File: src/rtl/clock_gate_ctrl.sv
// Per-channel idle-driven clock gating with hysteresis, staged wake-up and
// an all-channels-gated cycle counter.
module clock_gate_ctrl #(
  parameter int unsigned N_CH        = 4,
  parameter int unsigned IDLE_CYCLES = 16,
  parameter int unsigned WAKE_CYCLES = 2,
  parameter int unsigned CNT_W       = 32
) (
  input  logic             clk,
  input  logic             rst,
  input  logic [N_CH-1:0]  chan_busy,
  input  logic [N_CH-1:0]  chan_req,
  input  logic             force_on,
  input  logic             cnt_clr,
  output logic [N_CH-1:0]  chan_en,
  output logic [N_CH-1:0]  chan_ready,
  output logic [N_CH-1:0]  gated_clk,
  output logic [CNT_W-1:0] all_off_cnt
);

  localparam int unsigned MaxCycles = (IDLE_CYCLES > WAKE_CYCLES) ? IDLE_CYCLES : WAKE_CYCLES;
  localparam int unsigned CntW      = (MaxCycles > 1) ? $clog2(MaxCycles) : 1;

  localparam logic [CntW-1:0] IdleLast = CntW'(IDLE_CYCLES - 1);
  localparam logic [CntW-1:0] WakeLast = CntW'(WAKE_CYCLES - 1);

  localparam logic [1:0] StOn       = 2'd0;
  localparam logic [1:0] StIdleWait = 2'd1;
  localparam logic [1:0] StOff      = 2'd2;
  localparam logic [1:0] StWake     = 2'd3;

  logic [1:0]      state_q [N_CH];
  logic [1:0]      state_d [N_CH];
  logic [CntW-1:0] cnt_q   [N_CH];
  logic [CntW-1:0] cnt_d   [N_CH];
  logic [N_CH-1:0] act;
  logic [N_CH-1:0] en_lat;
  logic [CNT_W-1:0] all_off_cnt_q;
  logic            all_off;

  assign act = chan_busy | chan_req | {N_CH{force_on}};

  always_comb begin
    for (int i = 0; i < int'(N_CH); i++) begin
      state_d[i] = state_q[i];
      cnt_d[i]   = cnt_q[i];
      case (state_q[i])
        StOn: begin
          cnt_d[i] = '0;
          if (!act[i]) begin
            if (IDLE_CYCLES == 1) begin
              state_d[i] = StOff;
            end else begin
              state_d[i] = StIdleWait;
              cnt_d[i]   = CntW'(1);
            end
          end
        end
        StIdleWait: begin
          if (act[i]) begin
            state_d[i] = StOn;
            cnt_d[i]   = '0;
          end else if (cnt_q[i] == IdleLast) begin
            state_d[i] = StOff;
            cnt_d[i]   = '0;
          end else begin
            cnt_d[i] = cnt_q[i] + CntW'(1);
          end
        end
        StOff: begin
          cnt_d[i] = '0;
          if (act[i]) state_d[i] = StWake;
        end
        StWake: begin
          // Wake always runs to completion; ON re-evaluates activity afterwards.
          if (cnt_q[i] == WakeLast) begin
            state_d[i] = StOn;
            cnt_d[i]   = '0;
          end else begin
            cnt_d[i] = cnt_q[i] + CntW'(1);
          end
        end
        default: begin
          state_d[i] = StOn;
          cnt_d[i]   = '0;
        end
      endcase
    end
  end

  always_ff @(posedge clk) begin
    for (int i = 0; i < int'(N_CH); i++) begin
      if (rst) begin
        state_q[i] <= StOn;
        cnt_q[i]   <= '0;
      end else begin
        state_q[i] <= state_d[i];
        cnt_q[i]   <= cnt_d[i];
      end
    end
  end

  always_comb begin
    for (int i = 0; i < int'(N_CH); i++) begin
      chan_en[i]    = (state_q[i] != StOff);
      chan_ready[i] = (state_q[i] == StOn) || (state_q[i] == StIdleWait);
    end
  end

  assign all_off = ~|chan_en;

  always_ff @(posedge clk) begin
    if (rst || cnt_clr) begin
      all_off_cnt_q <= '0;
    end else if (all_off && (all_off_cnt_q != {CNT_W{1'b1}})) begin
      all_off_cnt_q <= all_off_cnt_q + CNT_W'(1);
    end
  end

  assign all_off_cnt = all_off_cnt_q;

  // Enable is captured while clk is low so a high phase is either whole or absent.
  always_latch begin
    if (!clk) en_lat = chan_en;
  end

  assign gated_clk = {N_CH{clk}} & en_lat;

endmodule

File: config.mk
export PLATFORM = sky130hd
export DESIGN_NAME = clock_gate_ctrl
export DESIGN_NICKNAME = d
export VERILOG_FILES = /design/src/rtl/clock_gate_ctrl.sv
export SDC_FILE = /design/constraint.sdc
export NUM_CORES = 1
export LEC_CHECK = 0
export ABC_AREA = 1
export BUFFER_PORTS_ARGS = -buffer_cell sky130_fd_sc_hd__clkbuf_2
export CAP_MARGIN = 30
export CORE_MARGIN = 2
export CORE_UTILIZATION = 51
export DETAILED_ROUTE_END_ITERATION = 10
export HOLD_SLACK_MARGIN = 0.06
export PLACE_DENSITY = 0.82
export SETUP_SLACK_MARGIN = 0.05
export SKIP_CTS_REPAIR_TIMING = 1
export SLEW_MARGIN = 40
export SYNTH_ARGS = -nofsm -noshare
export SYNTH_HDL_FRONTEND = slang
export SYNTH_SLANG_ARGS = --single-unit
export TNS_END_PERCENT = 30
File: constraint.sdc
create_clock -name clk -period 2.04 [get_ports clk]
set_input_delay 0.51 -clock clk [delete_from_list [all_inputs] [get_ports clk]]
set_output_delay 0.51 -clock clk [all_outputs]
set_load 0.1 [all_outputs]
After elaboration in Yosys (flattened, before gate mapping)
Memory sizes are Yosys's and may differ from the RTL's.
Index checks and enable logic that the tools add are counted.
{"block": "totals", "register_bits": 32, "latch_bits": 4, "ramBits": 24, "inputBits": 12, "output_inout_bits": 44, "word_cells": 117, "memories": 2}
{"block": "classes", "add_sub_neg": 5, "eq_ne": 25, "n_mux": 57, "n_bitwise": 11, "reduce_logical": 12}
{"name": "cnt_q", "words": 4, "width": 4, "rd": 4, "rd_clocked_by_memory_dff": 0, "write_ports": 4, "line": "34", "source": "logic [CntW-1:0] cnt_q [N_CH];"}
{"name": "state_q", "words": 4, "width": 2, "rd": 4, "rd_clocked_by_memory_dff": 0, "write_ports": 4, "line": "32", "source": "logic [1:0] state_q [N_CH];"}
{"op": "4-bit two-way mux", "n": 18}
{"op": "4-bit case mux with 4 select lines", "n": 4}
{"op": "2-bit two-way mux", "n": 24}
{"op": "32-bit by 1-bit adder with 32-bit output (second input constant)", "n": 1}
{"op": "32-bit != test (second input constant)", "n": 1}
{"op": "2-bit case mux with 4 select lines", "n": 4}
{"op": "4-bit by 1-bit adder with 4-bit output (second input constant)", "n": 4}
{"op": "2-bit equality test (second input constant)", "n": 8}
{"op": "4-bit by 1-bit equality test with 1-bit output (second input constant)", "n": 4}
{"op": "4-bit equality test (second input constant)", "n": 4}
{"op": "2-bit by 1-bit equality test with 1-bit output (second input constant)", "n": 4}
{"op": "2-bit logical NOT", "n": 4}
{"op": "2-bit != test (second input constant)", "n": 4}
{"op": "1-bit OR", "n": 8}
{"op": "4-bit OR", "n": 2}
{"op": "1-bit two-way mux", "n": 7}
{"op": "1-bit logical OR", "n": 5}
{"op": "4-bit bitwise AND", "n": 1}
{"op": "4-bit OR reduction", "n": 1}
{"op": "1-bit logical AND", "n": 1}
{"op": "1-bit logical NOT", "n": 1}

Logic depth before layout (Yosys ltp)
Gate-level depths: netlist of the first run.
An unclocked memory read counts as a cell.
{"block": "depth", "ltp_word": 6, "ltp_mapped": 11, "mapped_depth_nobuf": 10}

==> impl_metrics.csv, run 1 <==
group,metric,value,unit
layout,final_common_cell,"nand2_1",
yosys,synth_top_area_cell,"dfxtp_1",
critical_path,cp-start-kind,"latch",
global_routing,grt_pass1_wl,14900,um
route,vias,3688,
route,via_per_inst,5.368,
layout,final_cell_mix,"nand2_1 (116), nor2_1 (96), inv_1 (62), nand3_1 (55), clkbuf_2 (46)",
status,violations,"negative setup slack",
yosys,synthCells,539,
layout,fin_nets,627,
die,dieArea,0.007551,mm2
layout,multi_input_area,0.002016,mm2
timing,grt_setup_unrepaired,"true",
yosys,synth_cell_types,27,
route,routed_wl,8769,um
cts,cts_tree,"yes",
global_routing,use_met1,27.88,%
die,die_height,86.90,um
global_routing,antenna_found_initial,0,
timing,worst_pin_slew,0.5560,ns
power,vdd_drop_max,1.347,mV
die,die_w,86.90,um
timing,setup_viol,9,
timing,relSlewSlack,63.09,%
place,dpl-instance-area,0.003920,mm2
critical_path,crit_required,1.53,ns
place,dp_hpwl,6209,um
yosys,syn_avg_cell_area,6.502,um2
global_routing,gr-total-overflow,0,
yosys,yosys_register_bits,60,
critical_path,arrival,2.18,ns
die,initial_core_util,52.16,%
timing,finalClockSkew,0.007652,ns
cts,clk_latency,0.46,ns
route,drt.antenna.violating_nets,0,
critical_path,critPathKind,"latch2out",
yosys,netlist.area_leader.share,31.99,%
run,maxCapViolCount,0,
yosys,ys_warn_count,0,
die,io_pins,56,
layout,antenna_cells,0,
layout,area_growth_syn_to_layout,22.78,%
critical_path,end_kind,"output port",
power,power.total,4.275,mW
yosys,yosys-top-cells-area,"dfxtp_1 (32%), nand2_1 (13%), nor2_1 (11%)",
route,drt-wirelength-per-cell,12.76,um
timing,report.final.slew_viol_count,0,
place,place_congestion,0.8940,
layout,fin_area,0.004303,mm2
global_routing,busiest_layer,"met2",
power,powerDensity,993.6,mW/mm2
global_routing,gr-usage-met2,41.36,%
layout,n_fill_cell,588,
hold_path,hold_path_class,"in2reg",
timing,finalSetupTns,-2.674,ns
cts,clkTransAtPathRegs,0.06,ns
global_routing,grt_max_degree,53,
place,port_buffers,55,
timing,timing.final.ws_setup,-0.6517,ns
global_routing,first_global_vias,3642,
critical_path,cp_max_fo,1,
die,std_cell_rows,30,
status,status,"finished with violations",
yosys,synth_fp_nets,564,
place,dpl_worst_slack,-0.4251,ns
power,leakagePower,1.860,nW
route,initialDrtViolationCount,169,
die,core-area,0.006719,mm2
layout,seqCellArea,0.001232,mm2
yosys,syn-cell-area,0.003505,mm2
global_routing,grt_use_total,25.10,%
route,firstDrtPassIters,5,
global_routing,met3_usage,5.972,%
layout,drive_gt1_share,26.69,%
timing,hold_violations,0,
route,route.detailed.drc,0,
sequential cells by signal, summed over array words and instances (netlist names), named ones only:
signal,count
all_off_cnt,32
cnt_q,16
en_lat,4
state_q,4
kinds of logic (layout without fill, tap and decap cells):
group                    Yosys count  count (layout)  share of synthesized area (%)
AO/OA/AOI/OAI                     49              49                          7.140
XOR/XNOR                          10              10                          2.499
adder cells (fa/ha/maj)           13              13                          4.641
buffers and inverters             81             149                          10.07
flip-flops                        56              56                          31.99
latches                            4               4                          1.714
AND/OR/NAND/NOR                  326             326                          41.95
cells in the mapped netlist:
| library cell | count |
|---|---|
| nand2_1 | 123 |
| nor2_1 | 99 |
| inv_1 | 67 |
| nand3_1 | 57 |
| dfxtp_1 | 56 |
| a21oi_1 | 40 |
| ha_1 | 13 |
| nand4_1 | 13 |
| nand3_2 | 12 |
| xor2_1 | 8 |
| buf_6 | 6 |
| o21ai_0 | 6 |
| nand2_2 | 5 |
| dlxtn_1 | 4 |
| nor3_1 | 4 |
| and3_1 | 3 |
| buf_2 | 3 |
| inv_2 | 3 |
| nor2_2 | 3 |
| nor2_4 | 3 |
| clkbuf_1 | 2 |
| o22ai_1 | 2 |
| or2_2 | 2 |
| xnor2_1 | 2 |
| a211oi_1 | 1 |
| and2_2 | 1 |
| nand3b_1 | 1 |
worst paths after layout:
path,slack (ns),depth (start not counted),to,startpoint
setup reg to reg,0.19,9,all_off_cnt[29]$_SDFFE_PP0P_,state_q[2][0]$_SDFFE_PP0P_
hold reg to reg,0.50,2,all_off_cnt[3]$_SDFFE_PP0P_,all_off_cnt[3]$_SDFFE_PP0P_
hold / removal,0.38,4,all_off_cnt[5]$_SDFFE_PP0P_,cnt_clr
setup / recovery,-0.65,3,gated_clk[3],en_lat[3]$_DLATCH_N_
power breakdown:
part | leakage, nW | internal [mW] | switching, mW
Clock | 0.196 | 1.27 | 1.34
Sequential | 0.502 | 1.18 | 0.0384
Combinational | 1.16 | 0.137 | 0.315
layer usage:
metal | share of wire [%] | vias up
li1 | - | 1843
met1 | 42 | 1708
met2 | 50 | 110
met3 | 5.2 | 27
met4 | 3.3 | 0
met5 | 0 | -
critical path: stages (launching register included):
cell and delay, ns:
dlxtn_2 0.41, nand2_2 0.05, clkinvlp_4 0.08, buf_12 0.17
cell type report:
cell class	instances	area share [%]
clock buffer	19	6.426
sequential	60	28.64
timing repair buffer	55	7.473
inverter	66	5.845
tap	80	2.326
clock inverter	9	2.443
multi-input combinational	398	46.84
through the flow:
step	utilization (%)	hold slack, ns	std cells
after floorplan	-	0.4566	539
after global placement	58.34	0.4680	667
after detailed placement	58.34	0.4890	667
after CTS	62.38	0.3769	687
after global routing	64.04	0.4083	687
final	64.04	0.3751	687
(Power assumes the default switching activity.)
==> run 2: changes to the inputs <==
- ABC_AREA: 1 -> not set
- PLACE_DENSITY: 0.82 -> 0.83
==> run 2 against run 1 <==
The flow still finishes with violations (negative setup slack). Via count down 10%. Die area decreased by 6.6%. Non-clock buffer count grew 19. Clock power is 5% lower. Combinational power down 56%. Sequential share of layout area up 0.82 points. Critical path type unchanged. Sequential power is 6% lower. Wire length is 3.1% lower. Critical path depth decreased by 1. Register-to-register slack worse by 0.13 ns. Synthesized cell count shrank 29%.
==> impl_metrics.csv, run 2 <==
group,metric,value,unit
place,dpl-instance-area,0.003806,mm2
layout,fin_nets,487,
layout,largest_reg_flops,32,
timing,setup_viol,9,
critical_path,cp_max_fo,1,
route,initialDrtViolationCount,246,
layout,drive_gt1_share,37.47,%
yosys,synth_ff_type,"dfxtp_1",
place,dpl_worst_slack,-0.4194,ns
route,vias,3310,
global_routing,antenna_found_initial,0,
yosys,yosys-top-cells-area,"dfxtp_1 (34%), ha_1 (5.0%), a21oi_1 (4.5%)",
cts,clkTransAtPathRegs,0.06,ns
die,initial_core_util,51.94,%
critical_path,reg2reg_to,"all_off_cnt[28]$_SDFFE_PP0P_",
timing,report.final.slew_viol_count,0,
power,vdd_drop_max,1.487,mV
status,status,"finished with violations",
power,leakagePower,1.594,nW
layout,antenna_cells,0,
layout,seqCellArea,0.001256,mm2
critical_path,arrival,2.18,ns
route,firstDrtPassIters,4,
yosys,yosys_register_bits,60,
critical_path,critPathKind,"latch2out",
global_routing,gr-total-overflow,0,
critical_path,crit_chain,"and2_4, buf_12",
critical_path,critPathBufInv,1,
critical_path,max_stage_delay,0.40,ns
yosys,synth_edf_count,0,
layout,n_fill_cell,477,
power,power.total,3.836,mW
global_routing,grt_max_degree,18,
route,route.detailed.drc,0,
timing,grt_setup_unrepaired,"true",
run,maxCapViolCount,0,
critical_path,critPathTopFamily,"latches",
route,routed_wl,8494,um
layout,finalNonFillerCells,544,
global_routing,grt_pass1_wl,13370,um
layout,final_cell_mix,"clkbuf_2 (43), nand2_1 (31), nor2_1 (31), a21oi_1 (27), dfxtp_2 (24)",
layout,final_common_cell,"clkbuf_2",
die,dieArea,0.007049,mm2
status,violations,"negative setup slack",
route,drt-wirelength-per-cell,15.61,um
cts,clk_latency,0.46,ns
yosys,ys_warn_count,0,
yosys,yosys-top-cells-count,"dfxtp_1 (56), nand2_1 (33), nor2_1 (31)",
place,place_congestion,0.8663,
timing,relSlewSlack,63.25,%
place,port_buffers,55,
die,die_w,83.96,um
die,io_pins,56,
critical_path,critPathCapture,"gated_clk[0]",
timing,hold_violations,0,
global_routing,grt_use_total,23.43,%
layout,multi_input_area,0.002031,mm2
timing,timing.final.ws_setup,-0.6453,ns
yosys,async_flop_share,0,%
yosys,syn_avg_cell_area,8.513,um2
critical_path,cp-start-kind,"latch",
timing,finalSetupTns,-2.603,ns
cts,cts_tree,"yes",
critical_path,cp.depth,2,
timing,finalClockSkew,0.009692,ns
yosys,syn-cell-area,0.003261,mm2
layout,fin_area,0.004264,mm2
power,powerDensity,899.5,mW/mm2
critical_path,crit_slowest_cell,"dlxtn_2",
place,placed_cells,519,
hold_path,hold_path_class,"in2reg",
layout,area_growth_syn_to_layout,30.78,%
yosys,synthCells,383,
route,drt.antenna.violating_nets,0,
place,dp_hpwl,5631,um
critical_path,r2r_cells,8,
timing,whs,0.3794,ns
yosys,synth_fp_nets,408,
yosys,synth_top_area_cell,"dfxtp_1",
critical_path,end_kind,"output port",
route,via_per_inst,6.085,
die,std_cell_rows,29,
yosys,netlist.area_leader.share,34.38,%
critical_path,crit_required,1.53,ns
timing,worst_pin_slew,0.5536,ns
critical_path,r2r_start,"state_q[2][0]$_SDFFE_PP0P_",
die,die_height,83.96,um
critical_path,cp-startpoint,"en_lat[0]$_DLATCH_N_",
yosys,yosysMostFrequentCell,"dfxtp_1",
yosys,synth_cell_types,56,
critical_path,reg2reg_slack,0.06,ns
layout,fin_util,67.93,%
die,core-area,0.006277,mm2
global_routing,first_global_vias,2999,
[run 2: report_power, final]
part | total [mW] | leakage (nW) | internal (mW) | switching, mW
combinational | 0.198 | 0.903 | 0.0845 | 0.114
sequential | 1.15 | 0.506 | 1.14 | 0.00856
clock | 2.49 | 0.186 | 1.22 | 1.27
total | 3.84 | 1.59 | 2.45 | 1.39
[run 2: cell type report]
class,count,area share [%]
tap,77,2.259
clock buffer,22,6.984
sequential,60,29.46
multi-input combinational,293,47.62
timing repair buffer,74,11.36
inverter,16,1.496
clock inverter,2,0.8216
[run 2: layer usage]
layer	part of all wire, %	wire length, um	up-vias	track usage, %
met5	0	0	-	0
met4	3.0	255	0	14.66
met3	5.8	491	29	7.814
met2	50	4270	125	36.87
met1	41	3476	1552	27.35
li1	-	-	1604	-
[run 2: worst min-delay path by stage]
stage,from,endpoint,slack [ns],depth (start not counted)
global placement,all_off_cnt[13]$_SDFFE_PP0P_,all_off_cnt[13]$_SDFFE_PP0P_,0.47,2
finish,chan_busy[0],flip-flop,0.38,4
detailed placement,all_off_cnt[13]$_SDFFE_PP0P_,all_off_cnt[13]$_SDFFE_PP0P_,0.47,2
floorplan,cnt_q[0][2]$_SDFF_PP0_,cnt_q[0][2]$_SDFF_PP0_,0.47,1
global route,cnt_clr,all_off_cnt[20]$_SDFFE_PP0P_,0.38,3
CTS,chan_busy[0],flip-flop,0.36,4
[run 2: cells by family after synthesis]
family / Yosys count / share of synthesized area, %
xor gates and xnor gates: 11 / 2.955
AOI/OAI and AO/OA: 94 / 19.80
and+or+nand+nor: 174 / 31.43
adders and majority gates: 13 / 4.989
latches: 4 / 1.842
buffers and inverters: 31 / 4.604
DFF: 56 / 34.38
[run 2: worst register-to-register path, delay by kind of cell, from the launching register on]
family                   cells  cell delay, ns
buffers and inverters        2            0.24
adder cells (fa/ha/maj)      1            0.15
flip-flops                   1            0.34
AND/OR/NAND/NOR              4            1.06
AO/OA/AOI/OAI                1            0.14
==> run 3: changes to the inputs <==
- BUFFER_PORTS_ARGS: -buffer_cell sky130_fd_sc_hd__clkbuf_2 -> -buffer_cell sky130_fd_sc_hd__buf_2
- TNS_END_PERCENT: 30 -> not set
==> run 3 against run 2 <==
The flow still finishes with violations (negative setup slack). Worst hold slack improved by 0.018 ns. Wire length grew 6.8%. Critical path depth unchanged. Largest cell class unchanged. Highest routed layer unchanged.
==> impl_metrics.csv, run 3 (synthesized netlist as in run 2, its figures left out) <==
group,metric,value,unit
critical_path,r2r_start,"state_q[2][0]$_SDFFE_PP0P_",
critical_path,cp_max_fo,1,
critical_path,r2r_cells,9,
critical_path,cp-startpoint,"en_lat[1]$_DLATCH_N_",
status,violations,"negative setup slack",
critical_path,critPathKind,"latch2out",
layout,largest_reg_flops,32,
critical_path,reg2reg_slack,0.04,ns
hold_path,hold_path_class,"in2reg",
route,drt.antenna.violating_nets,0,
critical_path,reg2reg_to,"all_off_cnt[5]$_SDFFE_PP0P_",
timing,grt_setup_unrepaired,"true",
place,dpl-instance-area,0.003831,mm2
route,vias,3416,
critical_path,end_kind,"output port",
die,io_pins,56,
power,powerDensity,909.3,mW/mm2
die,dieArea,0.007049,mm2
critical_path,arrival,2.17,ns
die,die_w,83.96,um
global_routing,grt_pass1_wl,13090,um
route,initialDrtViolationCount,227,
timing,finalSetupTns,-2.519,ns
place,dpl_worst_slack,-0.3983,ns
route,firstDrtPassIters,7,
timing,setup_viol,8,
place,port_buffers,55,
critical_path,critPathCapture,"gated_clk[1]",
global_routing,grt_use_total,22.55,%
timing,relSlewSlack,67.72,%
route,routed_wl,9069,um
timing,timing.final.ws_setup,-0.6352,ns
power,vdd_drop_max,1.257,mV
critical_path,cp-start-kind,"latch",
route,drt-wirelength-per-cell,16.28,um
global_routing,grt_max_degree,27,
die,initial_core_util,51.94,%
layout,area_growth_syn_to_layout,40.02,%
timing,hold_violations,0,
status,status,"finished with violations",
layout,n_fill_cell,457,
timing,finalClockSkew,0.01086,ns
layout,fin_nets,500,
power,leakagePower,1.732,nW
power,power.total,4.152,mW
die,die_height,83.96,um
run,maxCapViolCount,0,
route,route.detailed.drc,0,
critical_path,crit_required,1.53,ns
route,via_per_inst,6.133,
layout,final_common_cell,"buf_2",
place,dp_hpwl,5599,um
layout,fin_area,0.004566,mm2
timing,report.final.slew_viol_count,0,
die,core-area,0.006277,mm2
critical_path,crit_slowest_cell,"dlxtn_2",
critical_path,crit_chain,"and2_4, buf_12",
global_routing,first_global_vias,3037,
layout,final_cell_mix,"buf_2 (44), nand2_1 (31), nor2_1 (30), buf_4 (27), a21oi_1 (25)",
layout,finalNonFillerCells,557,
cts,cts_tree,"yes",
cts,clkTransAtPathRegs,0.07,ns
layout,drive_gt1_share,41.25,%
cts,clk_latency,0.45,ns
place,place_congestion,0.8528,
global_routing,antenna_found_initial,0,
global_routing,gr-total-overflow,0,
place,placed_cells,518,
critical_path,max_stage_delay,0.40,ns
layout,antenna_cells,0,
die,std_cell_rows,29,
timing,worst_pin_slew,0.4875,ns
==> run 3: cell type report <==
cell class | instances | area [um2] | share of cell area [%]
clock inverters | 4 | 120.1 | 2.631
clock buffers | 20 | 280.3 | 6.139
repair buffers | 87 | 606.8 | 13.29
multi-input cells | 293 | 2106 | 46.12
flip-flops and latches | 60 | 1285 | 28.14
well taps | 77 | 96.34 | 2.110
inverters | 16 | 71.32 | 1.562
==> run 3: critical path, delay by kind of cell (launching register included) <==
| kind | cells | cell delay, ns |
|---|---|---|
| buffers and inverters | 1 | 0.16 |
| latches | 1 | 0.40 |
| AND/OR/NAND/NOR | 1 | 0.14 |
==> run 3: routing by layer <==
metal	routed length, um	global-route usage, %
met1	3680	25.17
met2	4615	39.42
met3	559	7.122
met4	214	9.531
met5	0	0
==> run 3: how the worst min path moves through the flow <==
| stage | from | endpoint | depth (start not counted) |
|---|---|---|---|
| 5_1_grt | cnt_clr | all_off_cnt[11]$_SDFFE_PP0P_ | 3 |
| 6_report | chan_busy[0] | flip-flop | 4 |
| 4_1_cts | chan_busy[0] | flip-flop | 4 |
| 3_3_place_gp | all_off_cnt[23]$_SDFFE_PP0P_ | all_off_cnt[23]$_SDFFE_PP0P_ | 2 |
| 3_5_place_dp | all_off_cnt[23]$_SDFFE_PP0P_ | all_off_cnt[23]$_SDFFE_PP0P_ | 2 |
| 2_1_floorplan | cnt_q[0][2]$_SDFF_PP0_ | cnt_q[0][2]$_SDFF_PP0_ | 1 |
==> run 3: report_power, final <==
group | total, mW | internal, mW | switching (mW)
Sequential | 1.14 | 1.13 | 0.0106
Combinational | 0.209 | 0.0933 | 0.115
Clock | 2.81 | 1.56 | 1.25
==> run 3: metrics by stage <==
step | hold WS (ns) | util [%]
finish | 0.3978 | 72.73
detailed placement | 0.4933 | 61.03
global route | 0.4118 | 72.73
global placement | 0.4814 | 61.03
floorplan | 0.4721 | -
CTS | 0.3916 | 66.14
